$ cat config.mk
export PLATFORM = sky130hd
export DESIGN_NAME = pipe_stage_chain_flat
export DESIGN_NICKNAME = d
export VERILOG_FILES = /design/src/rtl/pipe_stage_chain_if.sv /design/src/rtl/pipe_stage_chain.sv /design/src/flat_wrapper.sv
export SDC_FILE = /design/constraint.sdc
export NUM_CORES = 1
export LEC_CHECK = 0
export BUFFER_PORTS_ARGS = -buffer_cell sky130_fd_sc_hd__buf_4
export CORE_MARGIN = 10
export CORE_UTILIZATION = 26
export DETAILED_ROUTE_END_ITERATION = 8
export GPL_ROUTABILITY_DRIVEN = 0
export SYNTH_ARGS = -nofsm -noshare
export SYNTH_HDL_FRONTEND = slang
export SYNTH_SLANG_ARGS = --single-unit
$ cat constraint.sdc
create_clock -name clk -period 15.6 [get_ports clk]
set_input_delay 3.9 -clock clk [delete_from_list [all_inputs] [get_ports clk]]
set_output_delay 3.9 -clock clk [all_outputs]
set_load 0.01 [all_outputs]
$ cat src/rtl/pipe_stage_chain_if.sv
// Entry/exit handshake bundle for pipe_stage_chain.
// A transfer happens on a rising clock edge where valid and ready are both high; valid never waits on ready.
interface pipe_stage_chain_if #(
   parameter int DATA_W = 64
);
   logic              in_valid;
   logic              in_ready;
   logic [DATA_W-1:0] in_data;
   logic              out_valid;
   logic              out_ready;

   modport master (
      output in_valid,
      output in_data,
      output out_ready,
      input  in_ready,
      input  out_valid
   );

   modport slave (
      input  in_valid,
      input  in_data,
      input  out_ready,
      output in_ready,
      output out_valid
   );
endinterface

$ cat src/rtl/pipe_stage_chain.sv
// N-stage pipeline register chain: per-stage valid, back-pressure, partial flush and retire counter.
// Optional performance counters are built only when PIPE_PERF_EN is defined.
module pipe_stage_chain #(
   parameter int STAGES  = 4,
   parameter int DATA_W  = 64,
   parameter int ORDER_W = 64,
   parameter int PERF_W  = 32
) (
   input  logic                       clk,
   input  logic                       rst,
   pipe_stage_chain_if.slave          bus,
   input  logic [STAGES-1:0]          stall_i,
   input  logic                       flush_i,
   input  logic [$clog2(STAGES)-1:0]  flush_stage_i,
   output logic [STAGES-1:0]          stage_valid_o,
   output logic [STAGES*DATA_W-1:0]   stage_data_o,
   output logic                       retire_o,
   output logic [ORDER_W-1:0]         order_o,
   output logic [PERF_W-1:0]          perf_stall_o,
   output logic [PERF_W-1:0]          perf_flush_o,
   output logic [PERF_W-1:0]          perf_bubble_o
);

   localparam int FW = $clog2(STAGES);
   localparam logic [FW-1:0] F_MAX = FW'(STAGES - 2);

   logic [STAGES-1:0] valid_q;
   logic [DATA_W-1:0] data_q [STAGES];
   logic [STAGES-1:0] hold;
   logic [STAGES-1:0] kill;
   logic [STAGES-1:0] src_valid;
   logic [FW-1:0]     f_lim;
   logic              in_ready;
   logic [ORDER_W-1:0] order_q;

   // Hold propagates from the oldest stage toward the youngest.
   always_comb begin
      hold = '0;
      hold[STAGES-1] = stall_i[STAGES-1] | (valid_q[STAGES-1] & ~bus.out_ready);
      for (int k = STAGES - 2; k >= 0; k--) begin
         hold[k] = stall_i[k] | hold[k+1];
      end
   end

   // The retiring stage is never flushed, so the flush range is clamped below it.
   always_comb begin
      f_lim = (flush_stage_i > F_MAX) ? F_MAX : flush_stage_i;
      kill  = '0;
      for (int k = 0; k < STAGES - 1; k++) begin
         kill[k] = flush_i & (FW'(k) <= f_lim);
      end
   end

   assign in_ready = rst & ~hold[0] & ~flush_i;

   // Valid presented to each stage when it loads; a held or flushed source yields a bubble.
   always_comb begin
      src_valid    = '0;
      src_valid[0] = bus.in_valid & in_ready;
      for (int k = 1; k < STAGES; k++) begin
         src_valid[k] = valid_q[k-1] & ~hold[k-1] & ~kill[k-1];
      end
   end

   always_ff @(posedge clk) begin
      if (!rst) begin
         valid_q <= '0;
         for (int k = 0; k < STAGES; k++) begin
            data_q[k] <= '0;
         end
      end else begin
         for (int k = 0; k < STAGES; k++) begin
            if (kill[k]) begin
               valid_q[k] <= 1'b0;
            end else if (!hold[k]) begin
               valid_q[k] <= src_valid[k];
            end
         end
         if (!hold[0]) begin
            data_q[0] <= bus.in_data;
         end
         // A bubble caused by a held source leaves the destination payload untouched.
         for (int k = 1; k < STAGES; k++) begin
            if (!hold[k] && !hold[k-1]) begin
               data_q[k] <= data_q[k-1];
            end
         end
      end
   end

   assign retire_o = valid_q[STAGES-1] & ~hold[STAGES-1];

   always_ff @(posedge clk) begin
      if (!rst) begin
         order_q <= '0;
      end else if (retire_o) begin
         order_q <= order_q + ORDER_W'(1);
      end
   end

   assign order_o       = order_q;
   assign bus.in_ready  = in_ready;
   assign bus.out_valid = valid_q[STAGES-1];
   assign stage_valid_o = valid_q;

   for (genvar g = 0; g < STAGES; g++) begin : g_data_out
      assign stage_data_o[g*DATA_W +: DATA_W] = data_q[g];
   end

`ifdef PIPE_PERF_EN
   logic [PERF_W-1:0] stall_q;
   logic [PERF_W-1:0] flush_q;
   logic [PERF_W-1:0] bubble_q;
   logic [PERF_W-1:0] bubble_n;
   logic              stall_ev;

   function automatic logic [PERF_W-1:0] sat_add(input logic [PERF_W-1:0] a,
                                                 input logic [PERF_W-1:0] b);
      logic [PERF_W:0] s;
      s = {1'b0, a} + {1'b0, b};
      return s[PERF_W] ? {PERF_W{1'b1}} : s[PERF_W-1:0];
   endfunction

   // A bubble is counted where a held stage feeds a stage that is free to load.
   always_comb begin
      bubble_n = '0;
      for (int k = 0; k < STAGES - 1; k++) begin
         if (hold[k] && !hold[k+1]) begin
            bubble_n = bubble_n + PERF_W'(1);
         end
      end
   end

   assign stall_ev = |(hold & valid_q);

   always_ff @(posedge clk) begin
      if (!rst) begin
         stall_q  <= '0;
         flush_q  <= '0;
         bubble_q <= '0;
      end else begin
         stall_q  <= sat_add(stall_q, PERF_W'(stall_ev));
         flush_q  <= sat_add(flush_q, PERF_W'(flush_i));
         bubble_q <= sat_add(bubble_q, bubble_n);
      end
   end

   assign perf_stall_o  = stall_q;
   assign perf_flush_o  = flush_q;
   assign perf_bubble_o = bubble_q;
`else
   assign perf_stall_o  = '0;
   assign perf_flush_o  = '0;
   assign perf_bubble_o = '0;
`endif

endmodule
$ cat src/flat_wrapper.sv
// flat-port wrapper written by rule: the top's interface ports become plain ports
module pipe_stage_chain_flat 
#(
   parameter int STAGES  = 4,
   parameter int DATA_W  = 64,
   parameter int ORDER_W = 64,
   parameter int PERF_W  = 32
)
  (clk, rst, stall_i, flush_i, flush_stage_i, stage_valid_o, stage_data_o, retire_o, order_o, perf_stall_o, perf_flush_o, perf_bubble_o, bus_in_valid, bus_in_data, bus_out_ready, bus_in_ready, bus_out_valid);
  pipe_stage_chain_if #(.DATA_W(DATA_W)) bus_i ();
  input  logic clk;
  input  logic rst;
  input  logic [STAGES-1:0] stall_i;
  input  logic flush_i;
  input  logic [$clog2(STAGES)-1:0] flush_stage_i;
  output logic [STAGES-1:0] stage_valid_o;
  output logic [STAGES*DATA_W-1:0] stage_data_o;
  output logic retire_o;
  output logic [ORDER_W-1:0] order_o;
  output logic [PERF_W-1:0] perf_stall_o;
  output logic [PERF_W-1:0] perf_flush_o;
  output logic [PERF_W-1:0] perf_bubble_o;
  input wire logic [$bits(bus_i.in_valid)-1:0] bus_in_valid;
  input wire logic [$bits(bus_i.in_data)-1:0] bus_in_data;
  input wire logic [$bits(bus_i.out_ready)-1:0] bus_out_ready;
  output wire logic [$bits(bus_i.in_ready)-1:0] bus_in_ready;
  output wire logic [$bits(bus_i.out_valid)-1:0] bus_out_valid;
  assign bus_i.in_valid = bus_in_valid;
  assign bus_i.in_data = bus_in_data;
  assign bus_i.out_ready = bus_out_ready;
  assign bus_in_ready = bus_i.in_ready;
  assign bus_out_valid = bus_i.out_valid;
  pipe_stage_chain #(.STAGES(STAGES), .DATA_W(DATA_W), .ORDER_W(ORDER_W), .PERF_W(PERF_W)) u_core (.clk(clk), .rst(rst), .bus(bus_i), .stall_i(stall_i), .flush_i(flush_i), .flush_stage_i(flush_stage_i), .stage_valid_o(stage_valid_o), .stage_data_o(stage_data_o), .retire_o(retire_o), .order_o(order_o), .perf_stall_o(perf_stall_o), .perf_flush_o(perf_flush_o), .perf_bubble_o(perf_bubble_o));
endmodule
After elaboration in Yosys (flattened, before gate mapping)
Memory sizes are Yosys's and may differ from the RTL's.
Index checks and enable logic that the tools add are counted.
{"block": "totals", "register_bits": 68, "ramBits": 256, "wordCells": 71, "mem_count": 1}
{"block": "op_classes", "n_addsub": 1, "magnitude_cmp": 4, "n_mux": 18, "bitwise_logic": 32, "reduce_logical": 10}
{"name": "u_core.data_q", "depth": 4, "width": 64, "rd": 4, "rd_clocked_by_memory_dff": 0, "write_ports": 4, "line": "pipe_stage_chain.sv:28", "text": "logic [DATA_W-1:0] data_q [STAGES];"}
{"cell": "$mux 64", "count": 4}
{"cell": "$add 64x1->64 const B", "count": 1}
{"cell": "$and 1x1->1", "count": 14}
{"cell": "$mux 1", "count": 13}
{"cell": "$not 1->1", "count": 10}
{"cell": "$or 1x1->1", "count": 8}
{"cell": "$reduce_or 2->1", "count": 3}
{"cell": "$le 1x2->1 const A", "count": 2}
{"cell": "$logic_not 1->1", "count": 4}
{"cell": "$logic_and 1x1->1", "count": 3}
{"cell": "$gt 2x2->1 const B", "count": 1}
{"cell": "$le 2x2->1 const A", "count": 1}
{"cell": "$mux 2", "count": 1}

Logic depth before layout (Yosys ltp)
Gate-level depths: netlist (run 1).
{"block": "depth", "depth_word": 12, "mapped_depth": 9}

Worst setup path before layout (run 1)
OpenSTA, ideal clock, no wires.
{"block": "synth_timing", "path_type": "input-to-reg", "startpoint": "in stall_i[3]", "endpoint": "mem u_core.data_q[0][0], enable pin", "setup_ns": 0.575, "t_arrival_ns": 8.731, "required_ns": 15.025, "path_slack_ns": 6.295, "path_stages": 3, "n_path_buf": 0, "cell_sequence": "nor2_1 o211ai_1 o21ai_0"}
{"element": "from (decl)", "line": "flat_wrapper.sv:13", "text": "input logic [STAGES-1:0] stall_i;"}
{"element": "to (decl)", "line": "pipe_stage_chain.sv:28"}

Worst setup path in the final report (run 1)
{"block": "layout_timing", "startpoint": "in bus_out_ready", "endpoint": "out bus_in_ready"}
{"block": "layout_between", "elab_chain_len": 9}
{"element": "from (decl)", "line": "flat_wrapper.sv:25", "text": "input wire logic [$bits(bus_i.out_ready)-1:0] bus_out_ready;"}
{"element": "$not 1->1", "line": "pipe_stage_chain.sv:39", "text": "hold[STAGES-1] = stall_i[STAGES-1] | (valid_q[STAGES-1] & ~bus.out_ready);"}
{"element": "$and 1x1->1", "line": "pipe_stage_chain.sv:39"}
{"element": "$or 1x1->1", "line": "pipe_stage_chain.sv:39"}
{"element": "$or 1x1->1 (3 in series)", "line": "pipe_stage_chain.sv:41", "text": "hold[k] = stall_i[k] | hold[k+1];"}
{"element": "$not 1->1", "line": "pipe_stage_chain.sv:54", "text": "assign in_ready = rst & ~hold[0] & ~flush_i;"}
{"element": "$and 1x1->1 (2 in series)", "line": "pipe_stage_chain.sv:54"}
{"element": "to (decl)", "line": "flat_wrapper.sv:26", "text": "output wire logic [$bits(bus_i.in_ready)-1:0] bus_in_ready;"}
Every way passes these cells.

==> results.sh, run 1 <==
export IMPL_antenna_left=0
export IMPL_grt_overflow=0
export IMPL_grt_start_max_net_pins=69
export IMPL_cts_tree="done"
export IMPL_ys_top_cells_by_area="edfxtp_1 (57%), dfxtp_1 (10%), and2_1 (9.3%)"
export IMPL_synth_most_common_cell="edfxtp_1"
export IMPL_yosys_area_top_type="edfxtp_1"
export IMPL_post_cts_buffers=0
export IMPL_drtPass1Iterations=5
export IMPL_async_flop_share_pct=0
export IMPL_drive_gt1_share_pct=32.5
export IMPL_dieArea_sq_um=61500
export IMPL_timing_hold_violations_final=0
export IMPL_rows=83
export IMPL_drc_errors=0
export IMPL_port_buffers=401
export IMPL_multi_input_area_sq_um=3910
export IMPL_drtIter0Drc=465
export IMPL_power_mw=1.98
export IMPL_initial_core_util_pct=26.3
export IMPL_grt_usage_pct=13.2
export IMPL_r2r_setup_slack_ns=12.71
export IMPL_cts_hold_buffers=0
export IMPL_ys_ff_latch=324
export IMPL_ios=498
export IMPL_clk_latency_ns=0.54
export IMPL_leakage_nw=7.60
export IMPL_status="completed"
export IMPL_path_clk_slew_ns=0.06
export IMPL_final_core_util_pct=35.3
export IMPL_ir_drop_v=0.0000765
export IMPL_layout_area_overhead_vs_synth_pct=34.2
export IMPL_yosysSeqAreaShare_pct=66.9
export IMPL_ctsResizeCount=0
export IMPL_yosys_top_cells_count="edfxtp_1 (256), and2_1 (201), buf_4 (97)"
export IMPL_antenna_found_initial=2
export IMPL_wire_per_inst_um=20.0
export IMPL_htree_levels=2
export IMPL_die_x_um=248
export IMPL_cts_root_buf="clkbuf_16"
export IMPL_cts_buffer_depth=3
export IMPL_critPathLaunchType="input port"
export IMPL_wirelength_mm=43.4
export IMPL_tightestPinTransition_ns=1.03
export IMPL_max_slew_margin_rel_pct=31.2
export IMPL_n_fill_cell=5108
export IMPL_synth_top_flop_cell="edfxtp_1"
export IMPL_vias=9278
export IMPL_die_h_um=248
export IMPL_yosysWarningCount=0
export IMPL_syn_inst=1062
export IMPL_viasPerCell=4.27
export IMPL_endpoint_kind="output pin"
export IMPL_fin_crit_sh_pct=57.1
export IMPL_pre_cts_slack_ns=6.72
export IMPL_synth_edf_count=256
export IMPL_fin_crit_ns=8.91
export IMPL_worstPathArrival_ns=5.01
export IMPL_setup_tns_ns=0
export IMPL_netlist_area_sq_um=13500
export IMPL_nNetsFinal=1540
export IMPL_drv_cap=0
export IMPL_finClkSkew_ns=0.0137
export IMPL_synth_top_area_share_pct=56.8
export IMPL_cp_max_fo=6
export IMPL_syn_avg_cell_area_sq_um=12.7
export IMPL_synth_cell_types=46
export IMPL_rsz0062_at_grt="no"
export IMPL_setup_viol_count_final=0
export IMPL_cts_buffers=38
export IMPL_fmaxAchievable_mhz=112
export IMPL_grt_pass1_vias=9253
export IMPL_power_density_nw_per_um2=109
export IMPL_cts_sinks=324
export IMPL_crit_required_ns=11.70
export IMPL_core_sq_um=51400
export IMPL_finalMaxSlewViolations=0
export IMPL_holdCritPathClass="reg -> reg"
export IMPL_crit_type="in -> out"
export IMPL_dp_hpwl_mm=32.0
export IMPL_grt_pass1_wl_mm=61.7
export IMPL_fin_ws_ns=6.69
export IMPL_register_area_sq_um=9050
-- kinds of logic after synthesis --
| kind of cell | share of synthesized area, % |
|---|---|
| AND/OR/NAND/NOR | 20.7 |
| adder cells (fa/ha/maj) | 0.0925 |
| flip-flops | 66.9 |
| AO/OA/AOI/OAI | 2.95 |
| multiplexers | 0.148 |
| buffers and inverters | 7.21 |
| other | 0.0277 |
| XOR/XNOR | 2.01 |
-- cell usage in the layout (no fill, tap or decap), types with 10 or more instances in the layout --
cell type	count
o31ai_1	10
xnor2_1	15
nand2_1	32
conb_1	96
inv_1	12
o21ai_0	19
dfxtp_1	68
nand4_1	28
edfxtp_1	256
and3_1	74
a21oi_1	33
nand3_1	27
buf_4	414
or3_1	15
xor2_1	16
nor4_1	10
clkbuf_16	39
nor2_1	43
and2_1	201
-- critical path, cell delays in order --
cell	delay (ns)
buf_4	0.13
o21ai_1	0.59
nor4_2	0.09
nor2b_1	0.16
buf_4	0.14
-- sequential cells by signal, summed over array words and instances (netlist names) --
| register | count |
|---|---|
| u_core.data_q | 256 |
| u_core.order_o | 64 |
| u_core.stage_valid_o | 4 |
-- metrics by stage --
| stage | hold WS [ns] | instances | instance area [sq um] |
|---|---|---|---|
| 3_3_place_gp | 0.478 | 2104 | 17000 |
| 4_1_cts | 0.489 | 2171 | 18100 |
| 6_report | 0.489 | 2172 | 18100 |
| 3_5_place_dp | 0.475 | 2104 | 17000 |
| 2_1_floorplan | 0.500 | 1157 | 13900 |
| 5_1_grt | 0.533 | 2171 | 18100 |
-- power by group --
part	total (mW)	leakage, nW	internal, mW	switching (mW)
clock	0.854	0.565	0.494	0.359
combinational	0.141	3.79	0.0563	0.0842
sequential	0.983	3.25	0.966	0.0167
total	1.98	7.60	1.52	0.460
-- routing by layer --
metal / vias up / share of wire, % / GRT usage [%]
li1: 4396 / - / -
met5: - / 0 / 0
met1: 4516 / 39 / 16.0
met2: 296 / 50 / 21.9
met4: 0 / 3.0 / 5.00
met3: 70 / 7.7 / 3.89
-- worst paths after layout --
path                                                 to                    start  cells past startpoint
worst max-delay path                       bus_in_ready            bus_out_ready                      5
worst min register to register  u_core.stage_valid_o[2]  u_core.stage_valid_o[2]                      2
worst min-delay path            u_core.stage_valid_o[2]  u_core.stage_valid_o[2]                      2
worst max register to register       u_core.order_o[50]       u_core.order_o[24]                      5
-- area by class of cell --
type / instances / area share (%)
multi-input cells: 673 / 21.5
diodes: 1 / 0.0138
clock inverters: 19 / 0.910
well taps: 680 / 4.69
flip-flops and latches: 324 / 49.9
clock buffers: 48 / 5.57
inverters: 13 / 0.269
repair buffers: 414 / 17.1
Note: power is estimated with default switching activity, not from simulation.
==> run 2, diff against run 1 <==
--- a/config.mk
+++ b/config.mk
@@ -5,6 +5,7 @@
 export SDC_FILE = /design/constraint.sdc
 export NUM_CORES = 1
 export LEC_CHECK = 0
+export ABC_AREA = 1
 export BUFFER_PORTS_ARGS = -buffer_cell sky130_fd_sc_hd__buf_4
 export CORE_MARGIN = 10
 export CORE_UTILIZATION = 26
==> constraint.sdc (replaced) <==
create_clock -name clk -period 8 [get_ports clk]
set_input_delay 2 -clock clk [delete_from_list [all_inputs] [get_ports clk]]
set_output_delay 2 -clock clk [all_outputs]
set_load 0.01 [all_outputs]
==> run 2 against run 1 <==
Compared with the run above:
- worst setup slack worse by 4.4 ns
- clock skew about the same
- register-to-register slack lost 7.6 ns
- hold slack better by 0.012 ns
- largest power group unchanged
==> results.sh, run 2 <==
export IMPL_nNetsFinal=2034
export IMPL_grt_start_max_net_pins=68
export IMPL_reg2reg_from="u_core.stage_valid_o[3]"
export IMPL_p_int_mw=2.99
export IMPL_path_clk_slew_ns=0.05
export IMPL_drc_errors=0
export IMPL_fmaxAchievable_mhz=175
export IMPL_layout_area_overhead_vs_synth_pct=31.6
export IMPL_max_slew_margin_rel_pct=22.8
export IMPL_grt_pass1_vias=11200
export IMPL_yosysWarningCount=0
export IMPL_syn_avg_cell_area_sq_um=9.42
export IMPL_crit_type="in -> out"
export IMPL_p_clk_share_pct=42.7
export IMPL_ys_ff_latch=324
export IMPL_setup_viol_count_final=0
export IMPL_cts_root_buf="clkbuf_16"
export IMPL_grt_overflow=0
export IMPL_cts_hold_buffers=0
export IMPL_endpoint_kind="output pin"
export IMPL_ys_top_cells_by_area="edfxtp_1 (53%), nor2_1 (10%), dfxtp_1 (9.3%)"
export IMPL_cts_buffers=40
export IMPL_most_common_layout_cells="buf_4 (407), nor2_1 (401), inv_1 (327)"
export IMPL_synth_most_common_cell="nor2_1"
export IMPL_ff2ff_path_depth=6
export IMPL_synth_top_flop_cell="edfxtp_1"
export IMPL_antenna_left=0
export IMPL_rows=86
export IMPL_htree_levels=2
export IMPL_grt_usage_pct=14.1
export IMPL_mostFrequentLayoutCell="buf_4"
export IMPL_largest_reg_flops=256
export IMPL_wire_per_inst_um=17.7
export IMPL_r2r_setup_slack_ns=5.11
export IMPL_wirelength_mm=48.5
export IMPL_async_flop_share_pct=0
export IMPL_cts_buffer_depth=3
export IMPL_die_h_um=257
export IMPL_crit_required_ns=6.00
export IMPL_combPwrFrac_pct=8.1
export IMPL_setup_tns_ns=0
export IMPL_core_sq_um=55300
export IMPL_vias=11200
export IMPL_dp_hpwl_mm=36.4
export IMPL_timing_hold_violations_final=0
export IMPL_worstPathArrival_ns=3.72
export IMPL_port_buffers=401
export IMPL_synth_top_area_share_pct=52.7
export IMPL_worstHoldStart="u_core.order_o[10]"
export IMPL_final_cells=2734
export IMPL_leakage_nw=8.52
export IMPL_synth_edf_count=256
export IMPL_yosys_area_top_type="edfxtp_1"
export IMPL_netlist_area_sq_um=14600
export IMPL_crit_start="stall_i[3]"
export IMPL_fin_crit_ns=5.72
export IMPL_ios=498
export IMPL_status="completed"
export IMPL_min_path_cells=2
export IMPL_post_cts_buffers=0
export IMPL_die_x_um=257
export IMPL_clk_latency_ns=0.55
export IMPL_holdCritPathClass="reg -> reg"
export IMPL_viasPerCell=4.08
export IMPL_critPathLaunchType="input port"
export IMPL_finClkSkew_ns=0.0139
export IMPL_antenna_found_initial=2
export IMPL_initial_core_util_pct=26.4
export IMPL_cts_sinks=324
export IMPL_regMostFlops="u_core.data_q"
export IMPL_synth_cell_types=39
export IMPL_fin_crit_sh_pct=71.4
export IMPL_drv_cap=0
export IMPL_rsz0062_at_grt="no"
export IMPL_power_density_nw_per_um2=205
export IMPL_tightestPinTransition_ns=1.15
export IMPL_cp_max_fo=63
export IMPL_cts_tree="done"
export IMPL_dieArea_sq_um=65900
export IMPL_net_switching_power_uw=945
export IMPL_ir_drop_v=0.000159
export IMPL_yosys_top_cells_count="nor2_1 (401), inv_1 (327), edfxtp_1 (256)"
export IMPL_grt_pass1_wl_mm=71.8
export IMPL_drive_gt1_share_pct=25.5
export IMPL_seq_power_share_pct=49.2
export IMPL_yosysSeqAreaShare_pct=62.1
export IMPL_switching_share_pct=24.0
export IMPL_ctsResizeCount=0
export IMPL_syn_inst=1547
export IMPL_drtIter0Drc=770
export IMPL_drtPass1Iterations=5
export IMPL_finalMaxSlewViolations=0
export IMPL_n_fill_cell=5686
export IMPL_dp_cells=2664
run 2: cell types whose count changed in the layout (fill, tap and decap cells not counted), moves of 15 or more:
| cell | change |
|---|---|
| nor2_2 | +16 |
| inv_1 | +315 |
| and2_1 | -198 |
| nand2_1 | +137 |
| nor2_1 | +358 |
| and3_1 | -74 |
| or3_1 | -15 |
run 2: worst max-delay path, stage by stage:
cell and delay, ns:
buf_4 0.11, inv_1 0.08, nand2_1 0.09, nor2_2 0.23, nand2_2 0.23, nor2_4 0.18
nand2_4 0.36, nor2_1 0.25, buf_4 0.19
run 2: logic make-up (layout without fill, tap and decap cells):
family	count (synthesis)	count (layout)	synth area share (%)
compound gates	60	60	2.18
xor+xnor	7	7	0.421
fa+ha+maj	1	1	0.0858
buf+inv	463	806	15.2
flops	324	324	62.1
other cells	1	97	0.0257
simple gates	691	691	20.0
run 2: path summary, 6_finish.rpt:
check                              end
setup / recovery          bus_in_ready
hold / removal      u_core.order_o[10]
setup reg to reg  u_core.data_q[0][31]
hold reg to reg     u_core.order_o[10]
run 2: power groups by stage:
stage	clock network, mW	logic (mW)	registers, mW
2_1_floorplan	0	0.124	2.00
3_3_place_gp	0	0.320	1.97
3_5_place_dp	0	0.322	1.97
4_1_cts	1.73	0.323	1.94
5_1_grt	1.80	0.344	1.94
6_report	1.68	0.318	1.94
run 2: per-layer routing:
metal,track usage (%),vias up,part of all wire (%)
met2,23.5,398,48
met3,4.10,84,8.1
met4,5.57,0,3.6
li1,-,5398,-
met1,16.8,5285,40
met5,0,-,0
run 2: cell type report:
type | instances | area (sq um) | area share (%)
flip-flops and latches | 324 | 9050 | 47.2
multi-input cells | 855 | 3710 | 19.3
repair buffers | 407 | 3060 | 15.9
inverters | 330 | 1240 | 6.46
clock buffers | 54 | 1070 | 5.60
well taps | 748 | 936 | 4.88
clock inverters | 15 | 113 | 0.587
diodes | 1 | 2.50 | 0.0130
run 2: metrics by stage:
stage / hold WS [ns] / util (%) / area (sq um) / worst slack (ns) / total power [mW]
floorplan: 0.491 / - / 14900 / 0.518 / 2.13
global placement: 0.492 / 32.5 / 18000 / 2.22 / 2.29
detailed placement: 0.495 / 32.5 / 18000 / 2.20 / 2.29
CTS: 0.505 / 34.7 / 19200 / 2.19 / 3.99
global route: 0.532 / 34.7 / 19200 / 2.02 / 4.09
finish: 0.501 / 34.7 / 19200 / 2.28 / 3.93
==> run 3, diff against run 2 <==
--- a/config.mk
+++ b/config.mk
@@ -5,7 +5,7 @@
 export SDC_FILE = /design/constraint.sdc
 export NUM_CORES = 1
 export LEC_CHECK = 0
-export ABC_AREA = 1
+export ABC_AREA = 0
 export BUFFER_PORTS_ARGS = -buffer_cell sky130_fd_sc_hd__buf_4
 export CORE_MARGIN = 10
 export CORE_UTILIZATION = 26
==> constraint.sdc (replaced) <==
create_clock -name clk -period 5.67 [get_ports clk]
set_input_delay 1.4175 -clock clk [delete_from_list [all_inputs] [get_ports clk]]
set_output_delay 1.4175 -clock clk [all_outputs]
set_load 0.01 [all_outputs]
==> run 3 against run 2 <==
Compared with the run above:
- final cell count is 21% lower
- worst setup slack lost 0.52 ns
- non-clock buffer count grew 5
==> results.sh, run 3 (synthesis results as in run 1) <==
export IMPL_grt_start_max_net_pins=68
export IMPL_reg2reg_to="u_core.order_o[50]"
export IMPL_holdCritPathClass="reg -> reg"
export IMPL_critPathLaunchType="input port"
export IMPL_antenna_found_initial=0
export IMPL_ios=498
export IMPL_cts_root_buf="clkbuf_16"
export IMPL_dieArea_sq_um=61500
export IMPL_ff2ff_path_depth=5
export IMPL_crit_required_ns=4.25
export IMPL_worst_hold_slack_ns=0.499
export IMPL_regMostFlops="u_core.data_q"
export IMPL_drv_cap=0
export IMPL_wire_per_inst_um=19.9
export IMPL_clk_latency_ns=0.54
export IMPL_fin_ws_ns=1.76
export IMPL_dp_hpwl_mm=31.6
export IMPL_ctsResizeCount=0
export IMPL_combPwrFrac_pct=6.8
export IMPL_layout_area_overhead_vs_synth_pct=35.2
export IMPL_dp_cells=2102
export IMPL_mostFrequentLayoutCell="buf_4"
export IMPL_setup_tns_ns=0
export IMPL_drive_gt1_share_pct=32.4
export IMPL_tightestPinTransition_ns=1.03
export IMPL_diodes=0
export IMPL_most_common_layout_cells="buf_4 (411), edfxtp_1 (256), and2_1 (201)"
export IMPL_cts_tree="done"
export IMPL_multi_input_area_sq_um=3910
export IMPL_net_switching_power_mw=1.27
export IMPL_p_int_mw=4.44
export IMPL_status="completed"
export IMPL_cts_buffers=39
export IMPL_r2r_setup_slack_ns=2.89
export IMPL_reg2reg_from="u_core.order_o[24]"
export IMPL_die_h_um=248
export IMPL_final_cells=2170
export IMPL_drtIter0Drc=532
export IMPL_finClkSkew_ns=0.0159
export IMPL_switching_share_pct=22.2
export IMPL_vias=9341
export IMPL_initial_core_util_pct=26.3
export IMPL_core_sq_um=51400
export IMPL_ir_drop_v=0.000216
export IMPL_register_area_sq_um=9050
export IMPL_grt_usage_pct=13.0
export IMPL_crit_type="in -> out"
export IMPL_cts_buffer_depth=3
export IMPL_largest_reg_flops=256
export IMPL_post_route_cell_area_sq_um=18300
export IMPL_grt_overflow=0
export IMPL_path_clk_slew_ns=0.05
export IMPL_p_clk_share_pct=45.8
export IMPL_drc_errors=0
export IMPL_nNetsFinal=1539
export IMPL_rows=83
export IMPL_worstHoldStart="u_core.order_o[63]"
export IMPL_fin_crit_ns=3.91
export IMPL_port_buffers=401
export IMPL_post_cts_buffers=0
export IMPL_leakage_nw=7.66
export IMPL_power_density_nw_per_um2=312
export IMPL_finalMaxSlewViolations=0
export IMPL_drtPass1Iterations=5
export IMPL_fin_crit_sh_pct=68.9
export IMPL_grt_pass1_vias=9210
export IMPL_timing_hold_violations_final=0
export IMPL_setup_viol_count_final=0
export IMPL_seq_power_share_pct=47.4
export IMPL_grt_pass1_wl_mm=60.9
export IMPL_htree_levels=2
export IMPL_crit_start="bus_out_ready"
export IMPL_endpoint="bus_in_ready"
export IMPL_fmaxAchievable_mhz=256
export IMPL_cts_sinks=324
export IMPL_place_area_sq_um=17000
export IMPL_viasPerCell=4.30
export IMPL_worstPathArrival_ns=2.49
export IMPL_die_x_um=248
export IMPL_wirelength_mm=43.1
export IMPL_antenna_left=0
export IMPL_pre_cts_slack_ns=1.76
export IMPL_cts_hold_buffers=0
export IMPL_max_slew_margin_rel_pct=31.0
export IMPL_rsz0062_at_grt="no"
export IMPL_endpoint_kind="output pin"
export IMPL_cp_max_fo=6
export IMPL_n_fill_cell=5112
run 3: changes by cell type in the layout (fill, tap and decap cells not counted), sizes merged, moves of 15 or more:
cell	previous run	this run
nand3	43	28
nor2	425	44
and3	1	74
or3	0	15
nand2	181	34
inv	331	15
and2	3	201
run 3: power by group through the flow:
stage	combinational, mW	clock (mW)	sequential (mW)
final	0.386	2.62	2.71
after global routing	0.416	2.77	2.72
after CTS	0.394	2.69	2.71
after detailed placement	0.394	0	2.76
after global placement	0.391	0	2.76
after floorplan	0.145	0	2.80
run 3: cell type report:
class / count / share of cell area [%]
clock buffers: 46 / 5.48
multi-input cells: 673 / 21.4
well taps: 680 / 4.65
clock inverters: 22 / 1.76
flip-flops and latches: 324 / 49.5
inverters: 13 / 0.267
repair buffers: 412 / 17.0
run 3: how the worst min path moves through the flow:
| stage | end | cells after the start |
|---|---|---|
| final | u_core.order_o[63] | 2 |
| after global placement | u_core.stage_valid_o[2] | 2 |
| after detailed placement | u_core.stage_valid_o[2] | 2 |
| after CTS | u_core.stage_valid_o[2] | 2 |
| after global routing | u_core.stage_valid_o[2] | 2 |
| after floorplan | u_core.stage_valid_o[2] | 2 |
run 3: worst max-delay path, cell delays in order:
cell and delay (ns):
buf_4 0.13, o21ai_1 0.55, nor4_2 0.09, nor2b_1 0.16
buf_4 0.14
run 3: through the flow:
| stage | power (mW) | utilization [%] |
|---|---|---|
| 2_1_floorplan | 2.94 | - |
| 3_3_place_gp | 3.15 | 33.0 |
| 3_5_place_dp | 3.15 | 33.0 |
| 4_1_cts | 5.79 | 35.6 |
| 5_1_grt | 5.90 | 35.6 |
| 6_report | 5.71 | 35.6 |
run 3: layer usage:
| metal | track usage [%] | part of all wire (%) | vias to the layer above |
|---|---|---|---|
| li1 | - | - | 4393 |
| met1 | 15.6 | 39 | 4578 |
| met2 | 21.9 | 50 | 296 |
| met3 | 3.80 | 7.5 | 74 |
| met4 | 4.79 | 3.2 | 0 |
| met5 | 0 | 0 | - |
